**src/rtl/id_ex_stage_pkg.sv**
```systemverilog
// Shared definitions for the ID/EX stage.
// Covers ALU opcodes, forward selects, control-bundle bit indices and the E-register bundle.
package id_ex_stage_pkg;

    localparam int XLEN   = 32;
    localparam int RA_W   = 5;
    localparam int CTRL_W = 9;

    localparam logic [2:0] ALU_ADD = 3'b000;
    localparam logic [2:0] ALU_SUB = 3'b001;
    localparam logic [2:0] ALU_AND = 3'b010;
    localparam logic [2:0] ALU_OR  = 3'b011;
    localparam logic [2:0] ALU_XOR = 3'b100;
    localparam logic [2:0] ALU_SLT = 3'b101;
    localparam logic [2:0] ALU_SLL = 3'b110;
    localparam logic [2:0] ALU_SRL = 3'b111;

    localparam logic [1:0] FWD_RF  = 2'b00;
    localparam logic [1:0] FWD_WB  = 2'b01;
    localparam logic [1:0] FWD_MEM = 2'b10;

    localparam int CTRL_REGWRITE = 8;
    localparam int CTRL_RES_HI   = 7;
    localparam int CTRL_RES_LO   = 6;
    localparam int CTRL_MEMWRITE = 5;
    localparam int CTRL_JUMP     = 4;
    localparam int CTRL_BRANCH   = 3;
    localparam int CTRL_ALUSRC   = 2;
    localparam int CTRL_VALID    = 1;
    localparam int CTRL_X0RS     = 0;

    typedef struct packed {
        logic [XLEN-1:0]   rd1;
        logic [XLEN-1:0]   rd2;
        logic [XLEN-1:0]   imm;
        logic [XLEN-1:0]   pc;
        logic [XLEN-1:0]   pcp4;
        logic [RA_W-1:0]   rs1;
        logic [RA_W-1:0]   rs2;
        logic [RA_W-1:0]   rd;
        logic [CTRL_W-1:0] ctrl;
        logic [2:0]        aluc;
    } id_ex_t;

    // MEM wins over WB; a write to x0 never forwards.
    function automatic logic [1:0] fwd_sel(
        input logic [RA_W-1:0] rs,
        input logic [RA_W-1:0] rd_m,
        input logic            rw_m,
        input logic [RA_W-1:0] rd_w,
        input logic            rw_w
    );
        logic [1:0] sel;
        sel = FWD_RF;
        if (rw_m && (rd_m != '0) && (rd_m == rs)) begin
            sel = FWD_MEM;
        end else if (rw_w && (rd_w != '0) && (rd_w == rs)) begin
            sel = FWD_WB;
        end
        return sel;
    endfunction

endpackage

```
**src/rtl/id_ex_stage_forward_unit.sv**
```systemverilog
// Combinational RAW-hazard forward-select logic for the EX stage.
module forward_unit
    import id_ex_stage_pkg::*;
(
    input  logic [RA_W-1:0] i_rs1_e,
    input  logic [RA_W-1:0] i_rs2_e,
    input  logic [RA_W-1:0] i_rd_m,
    input  logic            i_regwrite_m,
    input  logic [RA_W-1:0] i_rd_w,
    input  logic            i_regwrite_w,
    output logic [1:0]      o_fwd_a,
    output logic [1:0]      o_fwd_b
);

    assign o_fwd_a = fwd_sel(i_rs1_e, i_rd_m, i_regwrite_m,
                             i_rd_w, i_regwrite_w);
    assign o_fwd_b = fwd_sel(i_rs2_e, i_rd_m, i_regwrite_m,
                             i_rd_w, i_regwrite_w);

endmodule

```
**src/rtl/id_ex_stage.sv**
```systemverilog
// ID/EX pipeline register with stall/flush and forwarded EX operand selection.
module id_ex_stage
    import id_ex_stage_pkg::*;
(
    input  logic              clk,
    input  logic              reset_n,
    input  logic              stall_e,
    input  logic              flush_e,
    input  logic [XLEN-1:0]   rd1_d,
    input  logic [XLEN-1:0]   rd2_d,
    input  logic [XLEN-1:0]   imm_d,
    input  logic [XLEN-1:0]   pc_d,
    input  logic [XLEN-1:0]   pcp4_d,
    input  logic [RA_W-1:0]   rs1_d,
    input  logic [RA_W-1:0]   rs2_d,
    input  logic [RA_W-1:0]   rd_d,
    input  logic [CTRL_W-1:0] ctrl_d,
    input  logic [2:0]        alucontrol_d,
    input  logic [XLEN-1:0]   aluresult_m,
    input  logic [RA_W-1:0]   rd_m,
    input  logic              regwrite_m,
    input  logic [XLEN-1:0]   result_w,
    input  logic [RA_W-1:0]   rd_w,
    input  logic              regwrite_w,
    output logic [XLEN-1:0]   srca_e,
    output logic [XLEN-1:0]   srcb_e,
    output logic [XLEN-1:0]   writedata_e,
    output logic [2:0]        alucontrol_e,
    output logic [CTRL_W-1:0] ctrl_e,
    output logic [XLEN-1:0]   pc_e,
    output logic [XLEN-1:0]   pcp4_e,
    output logic [XLEN-1:0]   imm_e,
    output logic [RA_W-1:0]   rs1_e,
    output logic [RA_W-1:0]   rs2_e,
    output logic [RA_W-1:0]   rd_e,
    output logic [1:0]        fwd_a,
    output logic [1:0]        fwd_b
);

    id_ex_t          w_d;
    id_ex_t          r_e;
    logic [XLEN-1:0] w_srca;
    logic [XLEN-1:0] w_wdata;

    assign w_d = '{rd1:  rd1_d,
                   rd2:  rd2_d,
                   imm:  imm_d,
                   pc:   pc_d,
                   pcp4: pcp4_d,
                   rs1:  rs1_d,
                   rs2:  rs2_d,
                   rd:   rd_d,
                   ctrl: ctrl_d,
                   aluc: alucontrol_d};

    // A flush clears valid and regwrite along with everything else.
    always_ff @(posedge clk) begin
        if (!reset_n) begin
            r_e <= '0;
        end else if (flush_e) begin
            r_e <= '0;
        end else if (!stall_e) begin
            r_e <= w_d;
        end
    end

    forward_unit u_fwd (
        .i_rs1_e      (r_e.rs1),
        .i_rs2_e      (r_e.rs2),
        .i_rd_m       (rd_m),
        .i_regwrite_m (regwrite_m),
        .i_rd_w       (rd_w),
        .i_regwrite_w (regwrite_w),
        .o_fwd_a      (fwd_a),
        .o_fwd_b      (fwd_b)
    );

    function automatic logic [XLEN-1:0] fwd_mux(
        input logic [1:0]      sel,
        input logic [XLEN-1:0] rf,
        input logic [XLEN-1:0] wb,
        input logic [XLEN-1:0] mem
    );
        logic [XLEN-1:0] v;
        case (sel)
            FWD_RF:  v = rf;
            FWD_WB:  v = wb;
            FWD_MEM: v = mem;
            default: v = '0;
        endcase
        return v;
    endfunction

    assign w_srca  = fwd_mux(fwd_a, r_e.rd1, result_w, aluresult_m);
    assign w_wdata = fwd_mux(fwd_b, r_e.rd2, result_w, aluresult_m);

    assign srca_e       = w_srca;
    assign writedata_e  = w_wdata;
    assign srcb_e       = r_e.ctrl[CTRL_ALUSRC] ? r_e.imm : w_wdata;
    assign alucontrol_e = r_e.aluc;
    assign ctrl_e       = r_e.ctrl;
    assign pc_e         = r_e.pc;
    assign pcp4_e       = r_e.pcp4;
    assign imm_e        = r_e.imm;
    assign rs1_e        = r_e.rs1;
    assign rs2_e        = r_e.rs2;
    assign rd_e         = r_e.rd;

endmodule

```
**config.mk**
```make
export PLATFORM = sky130hd
export DESIGN_NAME = id_ex_stage
export DESIGN_NICKNAME = d
export VERILOG_FILES = /design/src/rtl/id_ex_stage_pkg.sv /design/src/rtl/id_ex_stage_forward_unit.sv /design/src/rtl/id_ex_stage.sv
export SDC_FILE = /design/constraint.sdc
export NUM_CORES = 1
export LEC_CHECK = 0
export CAP_MARGIN = 20
export CORE_UTILIZATION = 30
export DETAILED_ROUTE_END_ITERATION = 16
export HOLD_SLACK_MARGIN = 0.08
export PLACE_DENSITY_LB_ADDON = 0.08
export SLEW_MARGIN = 20
export SYNTH_ARGS = -nofsm -noshare
export SYNTH_HDL_FRONTEND = slang
export SYNTH_SLANG_ARGS = --single-unit
```
**constraint.sdc**
```tcl
create_clock -name clk -period 4.2 [get_ports clk]
set_input_delay 0.42 -clock clk [delete_from_list [all_inputs] [get_ports clk]]
set_output_delay 0.42 -clock clk [all_outputs]
set_load 0.02 [all_outputs]
```
==> results of run 1 <==
-- cell type report --
class                           count  share of cell area (%)
Multi-Input combinational cell    804                    34.9
Tap cell                          455                    3.67
Clock inverter                      6                   0.435
Inverter                            2                  0.0484
Sequential cell                   187                    24.1
Antenna cell                        8                   0.129
Clock buffer                       24                    2.97
Timing Repair Buffer              523                    33.7
-- critical path, delay by kind of cell --
family,cells,cell delay [ns]
buffers and inverters,3,1.43
AOI/OAI and AO/OA,3,0.82
and+or+nand+nor,1,0.59
-- registers in the layout (all words and copies together) (netlist names) --
| register | cells |
|---|---|
| rs2_e | 5 |
| ctrl_e | 9 |
| r_e | 64 |
| rs1_e | 5 |
| imm_e | 32 |
| rd_e | 5 |
| pc_e | 32 |
| alucontrol_e | 3 |
| pcp4_e | 32 |
-- power by group --
group          internal [mW]  leakage, nW  switching [mW]
clock                  0.826        0.239           0.710
sequential              1.83         1.52          0.0449
combinational          0.557         4.33           0.594
-- cells in the final DEF, fill, tap and decap left out, types with 2 or more instances in the layout --
cell and count:
sky130_fd_sc_hd__diode_2 8, sky130_fd_sc_hd__clkbuf_1 6, sky130_fd_sc_hd__clkbuf_16 17, sky130_fd_sc_hd__and3_2 2, sky130_fd_sc_hd__buf_4 33, sky130_fd_sc_hd__dfxtp_1 186, sky130_fd_sc_hd__nand3_2 4, sky130_fd_sc_hd__or4_4 2
sky130_fd_sc_hd__o21a_2 2, sky130_fd_sc_hd__o31ai_1 32, sky130_fd_sc_hd__clkdlybuf4s50_1 482, sky130_fd_sc_hd__o21ai_1 9, sky130_fd_sc_hd__nor2_1 219, sky130_fd_sc_hd__a31oi_1 96, sky130_fd_sc_hd__o21ai_4 2, sky130_fd_sc_hd__mux2i_1 187
sky130_fd_sc_hd__xnor2_1 18, sky130_fd_sc_hd__xor2_1 2, sky130_fd_sc_hd__nand4_1 33, sky130_fd_sc_hd__o21ai_0 23, sky130_fd_sc_hd__nand2_2 2, sky130_fd_sc_hd__nand3_1 32, sky130_fd_sc_hd__a41o_1 32, sky130_fd_sc_hd__nor4_1 64
sky130_fd_sc_hd__clkinvlp_4 5, sky130_fd_sc_hd__buf_12 7, sky130_fd_sc_hd__nor2b_1 32
-- stage by stage --
stage	worst slack [ns]	util, %
finish	0.495	44.8
global route	0.439	44.8
CTS	0.500	44.8
detailed placement	0.501	43.2
global placement	0.512	43.2
floorplan	1.82	-
-- layer usage --
layer | track usage (%) | vias up
li1 | - | 4963
met1 | 30.5 | 5047
met2 | 41.5 | 588
met3 | 7.80 | 78
met4 | 10.1 | 0
met5 | 0 | -
-- path summary, 6_finish.rpt --
kind	to	slack, ns	depth (start not counted)
min reg2reg	r_e[158]	0.49	2
max reg2reg	ctrl_e[2]	2.89	2
max	srcb_e[28]	0.50	7
min	r_e[158]	0.49	2
-- cells by family (layout without fill, tap and decap cells) --
group / Yosys count / count (layout)
flops: 187 / 187
buf+inv: 249 / 555
compound gates: 199 / 199
mux: 187 / 187
other cells: 0 / 8
simple gates: 398 / 398
xor+xnor: 20 / 20
==> impl_metrics.sql, run 1 <==
INSERT INTO impl_metrics (metric_group, metric, value, unit) VALUES
('logic_synthesis', 'ys_top_cells_by_count', 'sky130_fd_sc_hd__nor2_1 (220), sky130_fd_sc_hd__dfxtp_1 (187), sky130_fd_sc_hd__mux2i_1 (187)', ''),
('run', 'cap_violations', '0', ''),
('critical_path', 'cp_data_required_time', '3.78', 'ns'),
('logic_synthesis', 'synth_compound_area_share', '13.2', '%'),
('clocking', 'postCtsSetupRepairBufs', '0', ''),
('place', 'dpl_cell_area', '15000', 'µm²'),
('floorplan', 'core_area', '34600', 'µm²'),
('detailed_routing', 'dr.max_layer_used', 'met4', ''),
('global_routing', 'grt_pass1_vias', '10600', ''),
('floorplan', 'horiz_die_dim', '190', 'µm'),
('place', 'place_hpwl', '33900', 'µm'),
('power', 'power.density', '294', 'nW/µm²'),
('logic_synthesis', 'synthAdderAreaFrac', '0', '%'),
('timing', 'maxSlewViolCount', '0', ''),
('critical_path', 'worst_r2r_startpoint', 'ctrl_e[2]', ''),
('detailed_routing', 'first_iter_violations', '722', ''),
('clocking', 'clk_path_buf_depth', '2', ''),
('power', 'vdd_ir_drop_max', '286', 'µV'),
('critical_path', 'timing.critical_path.fanout_max', '23', ''),
('power', 'power.static_leakage', '6.10', 'nW'),
('layout', 'finalInstanceArea', '15500', 'µm²'),
('floorplan', 'initial_core_util', '30.6', '%'),
('clocking', 'ctsRootBufferMaster', 'sky130_fd_sc_hd__clkbuf_16', ''),
('logic_synthesis', 'yosys.area.top_type', 'sky130_fd_sc_hd__dfxtp_1', ''),
('logic_synthesis', 'synth_top_family_by_area', 'simple AND/OR/NAND/NOR gates', ''),
('logic_synthesis', 'synth-main-ff-cell', 'sky130_fd_sc_hd__dfxtp_1', ''),
('timing', 'report.final.setup_viol', '0', ''),
('detailed_routing', 'viasPerCell', '5.31', ''),
('logic_synthesis', 'muxShareOfSynthArea', '17.6', '%'),
('detailed_routing', 'met2RoutedLength', '21900', 'µm'),
('critical_path', 'cp.arrival', '3.28', 'ns'),
('timing', 'slew-limit-headroom', '32.9', '%'),
('logic_synthesis', 'synth.net_count', '1507', ''),
('floorplan', 'die_area', '36100', 'µm²'),
('run_status', 'status', 'finished clean', ''),
('detailed_routing', 'drt.antenna.violating_nets', '0', ''),
('logic_synthesis', 'synth.ff_latch_count', '187', ''),
('logic_synthesis', 'netlist_instances', '1240', ''),
('critical_path', 'cp_slowest_cell', 'sky130_fd_sc_hd__clkdlybuf4s50_1', ''),
('logic_synthesis', 'synthSimpleGateAreaFrac', '18.0', '%'),
('layout', 'area_growth_syn_to_layout', '46.3', '%'),
('detailed_routing', 'count_of_unresolved_drc_violations_after_routing', '0', ''),
('global_routing', 'grt_first_pass_wirelength', '67900', 'µm'),
('layout', 'regArea', '3740', 'µm²'),
('detailed_routing', 'drt_wl_total', '46700', 'µm'),
('clocking', 'htree_num_levels', '4', ''),
('timing', 'maxClockFrequency', '270', 'MHz'),
('timing', 'tightest_slew', '1.01', 'ns'),
('clocking', 'clock_sink_count', '187', ''),
('floorplan', 'row_count', '68', ''),
('layout', 'multiInputGateArea', '5420', 'µm²'),
('logic_synthesis', 'syn-cell-area', '10600', 'µm²'),
('critical_path', 'critPathMostFrequentCell', 'sky130_fd_sc_hd__clkdlybuf4s50_1', ''),
('detailed_routing', 'met1Wirelength', '19100', 'µm'),
('layout', 'nFillCells', '3442', ''),
('timing', 'timing_hold_violations_final', '0', ''),
('place', 'routabilityCongestion', '0.919', ''),
('logic_synthesis', 'postSynth.asyncResetShare', '0', '%'),
('critical_path', 'crit_path_start', 'rd_m[0]', ''),
('critical_path', 'timing.critical_path.from_type', 'input pin', ''),
('timing', 'finClkSkew', '0', 'ns'),
('global_routing', 'grt_residual_overflow', '0', ''),
('place', 'numPortBuffers', '489', ''),
('layout', 'finalNonFillerCells', '2009', ''),
('critical_path', 'chain_of_cells_forming_the_critical_path', 'clkdlybuf4s50_1, or4_4, o21a_2, buf_4, a41o_1, a31oi_1, clkdlybuf4s50_1', ''),
('detailed_routing', 'wl_per_cell', '23.3', 'µm'),
('timing', 'final.setup.tns', '0', 'ns'),
('logic_synthesis', 'synth.most_common_cell', 'sky130_fd_sc_hd__nor2_1', ''),
('critical_path', 'path_class', 'in2out', ''),
('logic_synthesis', 'yosysWarningCount', '0', ''),
('power', 'totalPowerFinal', '4.56', 'mW');
No activity file was read; power rests on OpenSTA's default activity.
==> inputs of run 2 (changes only) <==
==> constraint.sdc (replaced) <==
create_clock -name clk -period 4.8 [get_ports clk]
set_input_delay 0.48 -clock clk [delete_from_list [all_inputs] [get_ports clk]]
set_output_delay 0.48 -clock clk [all_outputs]
set_load 0.02 [all_outputs]
==> run 2 against run 1 <==
Compared with the run above: sequential cell count unchanged; global-route usage increased by 0.071 points; first-iteration DRC count decreased by 6.5%; hold slack improved by 0.0028 ns.
==> impl_metrics.sql, run 2 (synthesis results as in run 1) <==
INSERT INTO impl_metrics (metric_group, metric, value, unit) VALUES
('run_status', 'status', 'finished clean', ''),
('critical_path', 'setup.worst_path.end_class', 'primary output', ''),
('timing', 'finClkSkew', '0', 'ns'),
('timing', 'slew-limit-headroom', '39.0', '%'),
('timing', 'final.setup.tns', '0', 'ns'),
('clocking', 'tritoncts_clock_tree', 'yes', ''),
('critical_path', 'cp.arrival', '3.55', 'ns'),
('critical_path', 'timing.critical_path.fanout_max', '18', ''),
('global_routing', 'grt_pass1_vias', '10300', ''),
('timing', 'timing_hold_violations_final', '0', ''),
('clocking', 'ctsRootBufferMaster', 'sky130_fd_sc_hd__clkbuf_16', ''),
('floorplan', 'row_count', '68', ''),
('critical_path', 'path_class', 'in2out', ''),
('floorplan', 'initial_core_util', '30.6', '%'),
('clocking', 'htree_num_levels', '4', ''),
('layout', 'number_of_nets_at_the_end_of_the_flow', '1792', ''),
('global_routing', 'pin_count_of_the_biggest_net_entering_global_routing', '108', ''),
('timing', 'rsz0062_at_grt', 'false', ''),
('detailed_routing', 'count_of_unresolved_drc_violations_after_routing', '0', ''),
('timing', 'post-route-period-util', '84.0', '%'),
('place', 'place_hpwl', '33100', 'µm'),
('clocking', 'cts_resized', '0', ''),
('floorplan', 'die_area', '36100', 'µm²'),
('detailed_routing', 'drt_first_pass_iters', '5', ''),
('clocking', 'postCtsSetupRepairBufs', '0', ''),
('floorplan', 'core_area', '34600', 'µm²'),
('clocking', 'clock_sink_count', '187', ''),
('timing', 'maxSlewViolCount', '0', ''),
('power', 'power.density', '264', 'nW/µm²'),
('global_routing', 'grt_residual_overflow', '0', ''),
('timing', 'report.final.setup_viol', '0', ''),
('power', 'power.static_leakage', '6.05', 'nW'),
('clocking', 'worstSkewPairLatency', '0.44', 'ns'),
('clocking', 'holdBufCountCts', '0', ''),
('layout', 'post_route_cells_drive_above_1_share', '5.20', '%'),
('floorplan', 'die_h', '190', 'µm'),
('detailed_routing', 'viasPerCell', '5.27', ''),
('timing', 'final_period_minus_worst_setup_slack', '4.03', 'ns'),
('detailed_routing', 'first_iter_violations', '675', ''),
('place', 'routabilityCongestion', '0.866', ''),
('detailed_routing', 'drt.antenna.violating_nets', '0', ''),
('power', 'totalPowerFinal', '4.07', 'mW'),
('layout', 'layout.cells.most_common_list', 'sky130_fd_sc_hd__clkdlybuf4s50_1 (486), sky130_fd_sc_hd__nor2_1 (219), sky130_fd_sc_hd__mux2i_1 (187)', ''),
('critical_path', 'timing.critical_path.from_type', 'input pin', ''),
('power', 'vdd_ir_drop_max', '254', 'µV'),
('layout', 'final_common_cell', 'sky130_fd_sc_hd__clkdlybuf4s50_1', ''),
('global_routing', 'grt.total_usage', '25.3', '%'),
('global_routing', 'antenna_found_initial', '10', ''),
('place', 'numPortBuffers', '489', ''),
('layout', 'area_growth_syn_to_layout', '45.6', '%'),
('place', 'dpl_cell_area', '14900', 'µm²'),
('detailed_routing', 'detailroute.via_count', '10500', ''),
('layout', 'max_flop_register', 'r_e', ''),
('layout', 'nFillCells', '3465', ''),
('run', 'cap_violations', '0', ''),
('floorplan', 'design.portCount', '490', ''),
('timing', 'maxClockFrequency', '248', 'MHz'),
('timing', 'timing.final.ws_setup', '0.766', 'ns'),
('place', 'post-place-ws', '0.768', 'ns'),
('clocking', 'clk_path_buf_depth', '2', ''),
('timing', 'timing.hold.ws', '0.495', 'ns'),
('global_routing', 'grt_first_pass_wirelength', '68000', 'µm'),
('timing', 'tightest_slew', '0.915', 'ns'),
('floorplan', 'horiz_die_dim', '190', 'µm'),
('detailed_routing', 'drt_wl_total', '46700', 'µm'),
('worst_hold_path', 'hold_class', 'reg2reg', ''),
('detailed_routing', 'wl_per_cell', '23.3', 'µm'),
('critical_path', 'cp_data_required_time', '4.32', 'ns'),
('layout', 'largest_reg_flops', '64', ''),
('clocking', 'clkSlewWorstSetupHoldPaths', '0.07', 'ns'),
('layout', 'finalInstanceArea', '15400', 'µm²'),
('clocking', 'cts_made_buffers', '17', '');
==> run 2: path summary, 6_finish.rpt <==
check / to / slack (ns) / cells after the start / from
worst max-delay path: srca_e[3] / 0.77 / 7 / rd_w[0]
worst min-delay path: ctrl_e[0] / 0.50 / 2 / ctrl_e[0]
worst max register to register: ctrl_e[2] / 3.51 / 2 / ctrl_e[2]
worst min register to register: ctrl_e[0] / 0.50 / 2 / ctrl_e[0]
==> run 2: area by class of cell <==
type                            count  area (µm²)  share of cell area (%)
Antenna cell                        8        20.0                   0.130
Clock buffer                       22         454                    2.94
Clock inverter                     10         118                   0.761
Inverter                            2        7.51                  0.0486
Multi-Input combinational cell    804        5420                    35.1
Sequential cell                   187        3740                    24.2
Tap cell                          455         569                    3.68
Timing Repair Buffer              513        5110                    33.1
==> run 2: routing by layer <==
| layer | share of wire (%) | global-route usage, % | wire (µm) | vias to the layer above |
|---|---|---|---|---|
| met5 | 0.056 | 0 | 26 | - |
| met4 | 2.7 | 9.49 | 1250 | 4 |
| met3 | 9.9 | 8.26 | 4610 | 64 |
| met2 | 48 | 42.3 | 22300 | 521 |
| met1 | 40 | 30.0 | 18600 | 5009 |
| li1 | - | - | - | 4943 |
==> run 2: stage by stage <==
step	instances	util [%]
global placement	1961	42.9
finish	2001	44.6
global route	1994	44.6
CTS	1993	44.6
floorplan	1240	-
detailed placement	1961	42.9
==> run 2: power by group <==
| part | internal [mW] | switching (mW) | leakage [nW] |
|---|---|---|---|
| logic | 0.478 | 0.517 | 4.26 |
| registers | 1.60 | 0.0397 | 1.52 |
| clock network | 0.782 | 0.653 | 0.267 |
==> run 2: worst max-delay path, cell delays in order <==
cell	delay, ns
sky130_fd_sc_hd__clkdlybuf4s50_1	0.47
sky130_fd_sc_hd__or4_4	0.62
sky130_fd_sc_hd__o211ai_4	0.54
sky130_fd_sc_hd__buf_4	0.32
sky130_fd_sc_hd__o21ai_0	0.13
sky130_fd_sc_hd__a31oi_1	0.31
sky130_fd_sc_hd__clkdlybuf4s50_1	0.67
==> inputs of run 3 (changes only) <==
==> constraint.sdc (replaced) <==
create_clock -name clk -period 3.25 [get_ports clk]
set_input_delay 0.325 -clock clk [delete_from_list [all_inputs] [get_ports clk]]
set_output_delay 0.325 -clock clk [all_outputs]
set_load 0.02 [all_outputs]
==> run 3 against run 2 <==
Compared with the run above: clock skew unchanged; combinational power increased by 54%; power increased by 53%; critical path depth increased by 1.
==> impl_metrics.sql, run 3 (synthesis results as in run 1) <==
INSERT INTO impl_metrics (metric_group, metric, value, unit) VALUES
('layout', 'finalNonFillerCells', '2043', ''),
('floorplan', 'horiz_die_dim', '190', 'µm'),
('detailed_routing', 'wl_per_cell', '22.4', 'µm'),
('timing', 'report.final.setup_viol', '0', ''),
('floorplan', 'die_h', '190', 'µm'),
('timing', 'post-route-period-util', '98.8', '%'),
('detailed_routing', 'drt_first_pass_iters', '5', ''),
('critical_path', 'timing.critical_path.fanout_max', '15', ''),
('global_routing', 'antenna_found_initial', '11', ''),
('critical_path', 'path_class', 'in2out', ''),
('timing', 'timing.hold.ws', '0.408', 'ns'),
('critical_path', 'timing.critical_path.from_type', 'input pin', ''),
('timing', 'tightest_slew', '0.617', 'ns'),
('critical_path', 'cp_data_required_time', '2.92', 'ns'),
('place', 'place_hpwl', '34100', 'µm'),
('timing', 'slew-limit-headroom', '58.9', '%'),
('clocking', 'clkSlewWorstSetupHoldPaths', '0.07', 'ns'),
('floorplan', 'row_count', '68', ''),
('detailed_routing', 'drt_wl_total', '45800', 'µm'),
('layout', 'area_growth_syn_to_layout', '52.1', '%'),
('layout', 'post_route_cells_drive_above_1_share', '8.17', '%'),
('critical_path', 'setup.worst_path.end_class', 'primary output', ''),
('run_status', 'status', 'finished clean', ''),
('worst_hold_path', 'hold_class', 'in2reg', ''),
('timing', 'final_period_minus_worst_setup_slack', '3.21', 'ns'),
('layout', 'layout.cells.most_common_list', 'sky130_fd_sc_hd__clkdlybuf4s50_1 (437), sky130_fd_sc_hd__nor2_1 (219), sky130_fd_sc_hd__mux2i_1 (187)', ''),
('layout', 'max_flop_register', 'r_e', ''),
('timing', 'timing_hold_violations_final', '0', ''),
('clocking', 'holdBufCountCts', '0', ''),
('detailed_routing', 'detailroute.via_count', '10500', ''),
('clocking', 'tritoncts_clock_tree', 'yes', ''),
('clocking', 'postCtsSetupRepairBufs', '0', ''),
('floorplan', 'initial_core_util', '30.6', '%'),
('floorplan', 'core_area', '34600', 'µm²'),
('power', 'power.density', '386', 'nW/µm²'),
('timing', 'maxSlewViolCount', '0', ''),
('detailed_routing', 'viasPerCell', '5.15', ''),
('critical_path', 'chain_of_cells_forming_the_critical_path', 'clkdlybuf4s50_1, or4_4, o21ai_4, buf_4, buf_4, nor4_1, a31oi_1, clkdlybuf4s50_1', ''),
('power', 'vdd_ir_drop_max', '370', 'µV'),
('clocking', 'cts_made_buffers', '17', ''),
('clocking', 'clk_path_buf_depth', '2', ''),
('global_routing', 'grt_pass1_vias', '10600', ''),
('floorplan', 'die_area', '36100', 'µm²'),
('place', 'routabilityCongestion', '0.881', ''),
('timing', 'rsz0062_at_grt', 'false', ''),
('timing', 'finClkSkew', '0', 'ns'),
('layout', 'number_of_nets_at_the_end_of_the_flow', '1835', ''),
('layout', 'final_common_cell', 'sky130_fd_sc_hd__clkdlybuf4s50_1', ''),
('place', 'numPortBuffers', '489', ''),
('timing', 'final.setup.tns', '0', 'ns'),
('global_routing', 'grt.total_usage', '24.9', '%'),
('detailed_routing', 'drt.antenna.violating_nets', '0', ''),
('global_routing', 'grt_first_pass_wirelength', '67400', 'µm'),
('place', 'place_inst', '2004', ''),
('detailed_routing', 'first_iter_violations', '719', ''),
('clocking', 'worstSkewPairLatency', '0.44', 'ns'),
('detailed_routing', 'count_of_unresolved_drc_violations_after_routing', '0', ''),
('layout', 'final_core_util', '46.6', '%'),
('clocking', 'clock_sink_count', '187', ''),
('power', 'power.static_leakage', '7.06', 'nW'),
('layout', 'largest_reg_flops', '64', ''),
('timing', 'maxClockFrequency', '312', 'MHz'),
('clocking', 'ctsRootBufferMaster', 'sky130_fd_sc_hd__clkbuf_16', ''),
('floorplan', 'design.portCount', '490', ''),
('global_routing', 'grt_residual_overflow', '0', ''),
('clocking', 'htree_num_levels', '4', ''),
('run', 'cap_violations', '0', ''),
('critical_path', 'slowest_delay', '0.68', 'ns'),
('critical_path', 'cp_slowest_cell', 'sky130_fd_sc_hd__clkdlybuf4s50_1', ''),
('critical_path', 'cp.arrival', '2.88', 'ns'),
('global_routing', 'pin_count_of_the_biggest_net_entering_global_routing', '89', '');
-- run 3: changes by cell type in the layout (fill, tap and decap cells not counted), moves of 2 or more --
cell	before	now
sky130_fd_sc_hd__clkbuf_8	1	3
sky130_fd_sc_hd__dlygate4sd2_1	0	2
sky130_fd_sc_hd__dlymetal6s2s_1	0	40
sky130_fd_sc_hd__diode_2	8	10
sky130_fd_sc_hd__buf_4	23	55
sky130_fd_sc_hd__clkdlybuf4s50_1	486	437
sky130_fd_sc_hd__bufinv_16	2	4
sky130_fd_sc_hd__clkinvlp_4	4	0
sky130_fd_sc_hd__clkinv_2	2	0
sky130_fd_sc_hd__buf_12	3	20
-- run 3: layout make-up --
cell class                      count  area [µm²]
Antenna cell                       10        25.0
Clock buffer                       23         478
Clock inverter                      6         138
Fill cell                        3396       18500
Inverter                            2        7.51
Multi-Input combinational cell    804        5440
Sequential cell                   187        3740
Tap cell                          455         569
Timing Repair Buffer              556        5730
-- run 3: path summary, 6_finish.rpt --
path | startpoint | to | slack (ns) | depth (start not counted)
max reg2reg | rs1_e[2] | rs1_e[2] | 2.50 | 2
min reg2reg | pcp4_e[24] | pcp4_e[24] | 0.49 | 2
min | stall_e | pc_e[31] | 0.41 | 3
max | rd_m[2] | writedata_e[3] | 0.04 | 8
-- run 3: stage by stage --
step,total power [mW],setup WS (ns),cell area [µm²]
6_report,6.22,0.0402,16100
5_1_grt,6.47,0.00367,16100
4_1_cts,6.29,0.0193,16000
3_5_place_dp,4.01,-0.0201,15400
3_3_place_gp,4.00,-0.0186,15400
2_1_floorplan,3.21,1.06,10600
-- run 3: critical path: cells and delay by family --
kind	cells	cell delay [ns]
buf+inv	4	1.58
simple gates	2	0.58
compound gates	2	0.39
-- run 3: layer usage --
layer | GRT usage (%) | up-vias | share of wire [%]
li1 | - | 5022 | -
met1 | 29.9 | 4930 | 41
met2 | 41.5 | 492 | 47
met3 | 8.10 | 71 | 9.4
met4 | 8.53 | 2 | 2.5
met5 | 0 | - | 0.037
-- run 3: power by group --
part,switching [mW],internal (mW)
combinational,0.774,0.760
clock,0.925,1.34
sequential,0.0519,2.37
total,1.75,4.47
-- run 3: timing repair --
action | CTS | global route
setup endpoints to repair | 4 | 44
resized for setup | 3 | 42
hold endpoints to repair | 0 | 0
